===== src/rtl/arb_pkg.sv =====
// Shared definitions for the four-way round-robin arbiter: requester count,
// index width, the two FSM states and the one-hot to binary encoder that
// produces the registered grant index.
package arb_pkg;

  localparam int NUM_REQ = 4;
  localparam int IDX_W   = 2;

  // IDLE: nobody owns the resource. BUSY: exactly one owner.
  typedef enum logic {
    ST_IDLE = 1'b0,
    ST_BUSY = 1'b1
  } state_e;

  // Encode a zero-or-one-hot grant vector into the index driving the shared
  // block's select. A zero vector encodes to 0, but callers only use the
  // result alongside a real grant.
  function automatic logic [IDX_W-1:0] onehot_to_idx(input logic [NUM_REQ-1:0] oh);
    logic [IDX_W-1:0] idx;
    idx[0] = oh[1] | oh[3];
    idx[1] = oh[2] | oh[3];
    return idx;
  endfunction

endpackage


===== src/rtl/rr_pick4.sv =====
// Rotating-priority picker. Scans the unmasked request bits starting at ptr
// and wrapping past 3 back to 0, and returns the first hit as a one-hot
// vector. Purely combinational; the arbiter registers the result.
module rr_pick4
  import arb_pkg::*;
(
  input  logic [NUM_REQ-1:0] req,
  input  logic [IDX_W-1:0]   ptr,
  input  logic [NUM_REQ-1:0] mask,
  output logic [NUM_REQ-1:0] pick,
  output logic               any
);

  logic [NUM_REQ-1:0] cand;
  logic [IDX_W-1:0]   pos;

  // Bits set in mask are excluded from this search.
  assign cand = req & ~mask;

  // First candidate at or after ptr wins; the index arithmetic wraps modulo 4.
  always_comb begin
    pick = '0;
    any  = 1'b0;
    pos  = ptr;
    for (int i = 0; i < NUM_REQ; i++) begin
      pos = ptr + IDX_W'(i);
      if (!any && cand[pos]) begin
        pick[pos] = 1'b1;
        any       = 1'b1;
      end
    end
  end

endmodule


===== src/rtl/rr_arbiter4.sv =====
// Four-requester round-robin arbiter with registered one-hot grant and
// encoded index. An owner keeps the grant for as long as it holds its
// request; on release the next requester after the owner is granted at the
// same edge, so a busy resource never sees an idle bubble.
//
// Optional build macro ARB_TIMEOUT_EN: bounds every grant to MAX_HOLD cycles.
// When the bound is hit while the owner still requests, the grant is forcibly
// handed to the next requester (or dropped if there is none) and timeout
// pulses for one cycle. Without the macro there is no hold counter and
// timeout is tied low.
module rr_arbiter4
  import arb_pkg::*;
#(
  parameter int MAX_HOLD = 16,
  parameter int HOLD_W   = 5
) (
  input  logic               clk,
  input  logic               rst_n,
  input  logic [NUM_REQ-1:0] req,
  output logic [NUM_REQ-1:0] gnt,
  output logic [IDX_W-1:0]   gnt_idx,
  output logic               gnt_vld,
  output logic               timeout
);

  state_e             state_q, state_d;
  logic [IDX_W-1:0]   ptr_q, ptr_d;
  logic [IDX_W-1:0]   idx_q, idx_d;
  logic [NUM_REQ-1:0] gnt_q, gnt_d;

  logic [IDX_W-1:0]   pick_ptr;
  logic [NUM_REQ-1:0] pick_mask;
  logic [NUM_REQ-1:0] pick;
  logic               pick_any;

  logic               owner_req;
  logic               release_now;
  logic               force_now;
  logic               handover;

`ifdef ARB_TIMEOUT_EN
  localparam logic [HOLD_W-1:0] HOLD_LAST = HOLD_W'(MAX_HOLD - 1);

  logic [HOLD_W-1:0]  hold_q, hold_d;
  logic               timeout_q, timeout_d;
`endif

  // The owner is whoever idx_q points at while BUSY; its request bit decides
  // whether the grant is kept.
  assign owner_req   = req[idx_q];
  assign release_now = (state_q == ST_BUSY) && !owner_req;

`ifdef ARB_TIMEOUT_EN
  assign force_now   = (state_q == ST_BUSY) && owner_req && (hold_q == HOLD_LAST);
`else
  assign force_now   = 1'b0;
`endif

  assign handover = release_now | force_now;

  // On any handover the search restarts just after the owner. A forced
  // release masks the owner out because it is still requesting; a voluntary
  // release needs no mask since its request bit is already low.
  assign pick_ptr  = handover ? (idx_q + 2'd1) : ptr_q;
  assign pick_mask = force_now ? gnt_q : '0;

  rr_pick4 u_pick (
    .req  (req),
    .ptr  (pick_ptr),
    .mask (pick_mask),
    .pick (pick),
    .any  (pick_any)
  );

  // Next-state logic: grant from IDLE, hold or hand over in BUSY.
  always_comb begin
    state_d = state_q;
    gnt_d   = gnt_q;
    idx_d   = idx_q;
    ptr_d   = ptr_q;
`ifdef ARB_TIMEOUT_EN
    hold_d    = hold_q;
    timeout_d = 1'b0;
`endif
    case (state_q)
      ST_IDLE: begin
        if (pick_any) begin
          gnt_d   = pick;
          idx_d   = onehot_to_idx(pick);
          state_d = ST_BUSY;
`ifdef ARB_TIMEOUT_EN
          hold_d  = '0;
`endif
        end
      end
      ST_BUSY: begin
        if (handover) begin
          ptr_d = pick_ptr;
`ifdef ARB_TIMEOUT_EN
          timeout_d = force_now;
`endif
          if (pick_any) begin
            gnt_d  = pick;
            idx_d  = onehot_to_idx(pick);
`ifdef ARB_TIMEOUT_EN
            hold_d = '0;
`endif
          end else begin
            // gnt_idx keeps its last value; gnt_vld alone qualifies it.
            gnt_d   = '0;
            state_d = ST_IDLE;
          end
        end else begin
`ifdef ARB_TIMEOUT_EN
          hold_d = hold_q + 1'b1;
`endif
        end
      end
    endcase
  end

  // Grant, index, pointer and state registers; reset drops any grant at once.
  always_ff @(posedge clk or negedge rst_n) begin
    if (!rst_n) begin
      state_q <= ST_IDLE;
      gnt_q   <= '0;
      idx_q   <= '0;
      ptr_q   <= '0;
    end else begin
      state_q <= state_d;
      gnt_q   <= gnt_d;
      idx_q   <= idx_d;
      ptr_q   <= ptr_d;
    end
  end

`ifdef ARB_TIMEOUT_EN
  // Hold counter and the one-cycle timeout pulse after a forced release.
  always_ff @(posedge clk or negedge rst_n) begin
    if (!rst_n) begin
      hold_q    <= '0;
      timeout_q <= 1'b0;
    end else begin
      hold_q    <= hold_d;
      timeout_q <= timeout_d;
    end
  end

  assign timeout = timeout_q;
`else
  assign timeout = 1'b0;
`endif

  assign gnt     = gnt_q;
  assign gnt_idx = idx_q;
  assign gnt_vld = |gnt_q;

endmodule

===== config.mk =====
export PLATFORM = sky130hd
export DESIGN_NAME = rr_arbiter4
export DESIGN_NICKNAME = d
export VERILOG_FILES = /design/src/rtl/arb_pkg.sv /design/src/rtl/rr_pick4.sv /design/src/rtl/rr_arbiter4.sv
export SDC_FILE = /design/constraint.sdc
export NUM_CORES = 1
export LEC_CHECK = 0
export CAP_MARGIN = 10
export CORE_UTILIZATION = 50
export CTS_CLUSTER_SIZE = 25
export DETAILED_ROUTE_END_ITERATION = 10
export GPL_TIMING_DRIVEN = 1
export HOLD_SLACK_MARGIN = 0.06
export PLACE_DENSITY = 0.72
export SLEW_MARGIN = 20
export SYNTH_ARGS = -nofsm -noshare
export SYNTH_HDL_FRONTEND = slang
export SYNTH_SLANG_ARGS = --single-unit

===== constraint.sdc =====
create_clock -name clk -period 4.6 [get_ports clk]
set_clock_uncertainty 0.15 [all_clocks]
set_input_delay 0.46 -clock clk [delete_from_list [all_inputs] [get_ports clk]]
set_output_delay 0.46 -clock clk [all_outputs]
set_load 0.005 [all_outputs]

==> metrics.txt <==
status finished clean; RSZ-0062 raised after global routing false; DPL Wire Length 1610 um; starting density of the core 55.97%; Iter 0 DRT Violations 33; commonest cells after routing, fill and taps aside clkdlybuf4s50_1 (12), nor2b_1 (9), dfrtp_1 (9); number of enable flip-flop cells after synthesis 0; routed wire length 2099 um; Layout Nets 132; YS warnings 0; hold_ws 0.3293 ns; Critical Path Sink Type flip-flop; Tmin final 3.888 ns; port bufs 12; reg2reg setup slack 0.71 ns; CP Cell Sequence mux2i_1, a22oi_4, mux2i_4, inv_1, ha_1, nor3b_1, nand3b_1, or3b_2, o31ai_1, a2111o_1, and2_1, a222oi_1, a21bo_1; register bit total from synthesis 9; Arr. time, crit path 3.89 ns; Final setup viols 0; largest net degree at the start of global routing 13; top cells by area, synth dfrtp_1 (22%), ha_1 (8.7%), mux2i_1 (6.9%); Post-DRT Antenna Nets 0; CTS tree yes; worst-skew pair later-pin latency 0.26 ns; Startpoint Class flip-flop; Synth Instances 105; max cap viols 0; routed vias 833; Slew headroom 65.94%; CP max FO 12; crit path kind flip-flop to flip-flop; Worst Max-Slew Pin Slew 0.4966 ns; largest stage delay on the critical path 0.63 ns; largest area contributor in the netlist dfrtp_1; initial antenna violation count 0; Hold Fails Final Rpt 0; Worst EP required 4.60 ns; slowest library cell on the worst path dfrtp_1; CTS root buf clkbuf_4; Overall Power 0.8708 mW; CTS clock-pin slew for the worst setup and hold paths 0.06 ns; Finished Cell Area 1180 um^2; fin cells 143; CTS resizes 0; sequential cell area 225.2 um^2; first-pass GRT wire length 3298 um; PnR worst setup slack 0.7124 ns; sequential element share of the synthesized area 22.33%; fill count 175; Final GP Congestion 0.7778; period utilisation layout 84.51%; Placement Rows 15; remaining global-route overflow 0; syn avg cell area 9.604 um^2; H-tree depth 1; GR Util All Layers 21.55%; post-synth cell types 44; Die Footprint 2201 um^2; cts hold-fix bufs 0; dpl ws 0.5172 ns; vias per inst 5.825; vias in the first global route 703; multi-input logic area 728.2 um^2; TritonCTS Buffers 3; Leakage 0.5342 nW; Post-Syn Area 1008 um^2; # DRC 0; post-DR wirelength/cell 14.68 um; Post-DP Area 1154 um^2; RR Endpoint gnt_idx[0]$_DFFE_PN0P_; fin util 65.49%; layout cell share with drive strength beyond 1 13.56%; CTS Sinks 9; Hold Crit Class input port to async pin; syn_nets 118; Max Slew Vio Count 0; worst reg-to-reg path cell count 13; placed cell count 139; Chip Height 46.91 um; commonest non-fill, non-tap cell in the layout clkdlybuf4s50_1; CP bufs+invs 1; Cell Pwr Density 738.0 nW/um^2; buffer depth of the longest clock path 2; setup bufs post-CTS 0; setup_tns 0 ns; maximum VDD drop 472.9 uV; DIE WIDTH 46.91 um; Core Box Area 1802 um^2; CP top delay family compound AO/OA/AOI/OAI gates; reg2reg start gnt_idx[0]$_DFFE_PN0P_; ys async rst share 100.0%; num ports 14; area grow syn2layout 17.00%; FMAX 257.2 MHz; Synth top area share 22.33%; Pre-Repair DR Iteration Count 4; Synth Flop Type dfrtp_1; Ant. Diodes 0
-- cell usage after synthesis, types with 2 or more instances --
library cell / count
buf_2: 2
ha_1: 7
a222oi_1: 3
clkbuf_1: 4
and2_1: 5
inv_1: 3
or4_1: 2
nor2b_1: 9
o21ai_0: 3
dfrtp_1: 9
nor2_1: 4
o31a_1: 2
mux2_1: 3
nand2b_1: 2
nor3b_1: 2
nand2_1: 7
nand3b_1: 3
and3b_1: 2
mux4_2: 2
mux2i_1: 7
-- per-layer routing --
metal  vias up  global-route usage, %  part of all wire (%)
li1        414                      -                     -
met1       400                  31.10                    49
met2        19                  32.22                    47
met3         0                  6.154                   3.5
met4         0                  4.571                     0
met5         -                      0                     0
-- state kept, by name, indices dropped and copies added (netlist names) --
name and count:
gnt 4, gnt_idx 2, ptr_q 2, state_q 1
-- layout make-up --
type	instances	area share (%)
inverters	3	0.9544
well taps	25	2.651
repair buffers	17	13.36
flip-flops and latches	9	19.09
clock buffers	4	2.227
multi-input cells	85	61.72
-- how the worst max path moves through the flow --
stage / from / end / slack [ns] / depth (start not counted)
finish: gnt_idx[0]$_DFFE_PN0P_ / gnt_idx[0]$_DFFE_PN0P_ / 0.71 / 13
global route: gnt_idx[0]$_DFFE_PN0P_ / gnt_idx[0]$_DFFE_PN0P_ / 0.46 / 11
CTS: gnt_idx[0]$_DFFE_PN0P_ / gnt_idx[0]$_DFFE_PN0P_ / 0.71 / 13
detailed placement: req[1] / gnt_idx[0]$_DFFE_PN0P_ / 0.52 / 14
global placement: req[2] / gnt_idx[0]$_DFFE_PN0P_ / 0.56 / 14
floorplan: gnt_idx[0]$_DFFE_PN0P_ / gnt_idx[0]$_DFFE_PN0P_ / 1.01 / 14
-- power by group --
part | internal [mW] | total, mW | switching (mW) | leakage [nW]
registers | 0.115 | 0.166 | 0.0515 | 0.108
logic | 0.330 | 0.643 | 0.313 | 0.411
clock network | 0.0334 | 0.0612 | 0.0278 | 0.0150
-- kinds of logic after synthesis --
kind of cell | count (synthesis) | synth area share [%]
and+or+nand+nor | 44 | 26.80
AOI/OAI and AO/OA | 18 | 15.38
muxes | 15 | 20.97
buffers and inverters | 11 | 5.459
DFF | 9 | 22.33
adders and majority gates | 7 | 8.684
other | 1 | 0.3719
Note: power is estimated with default switching activity, not from simulation.
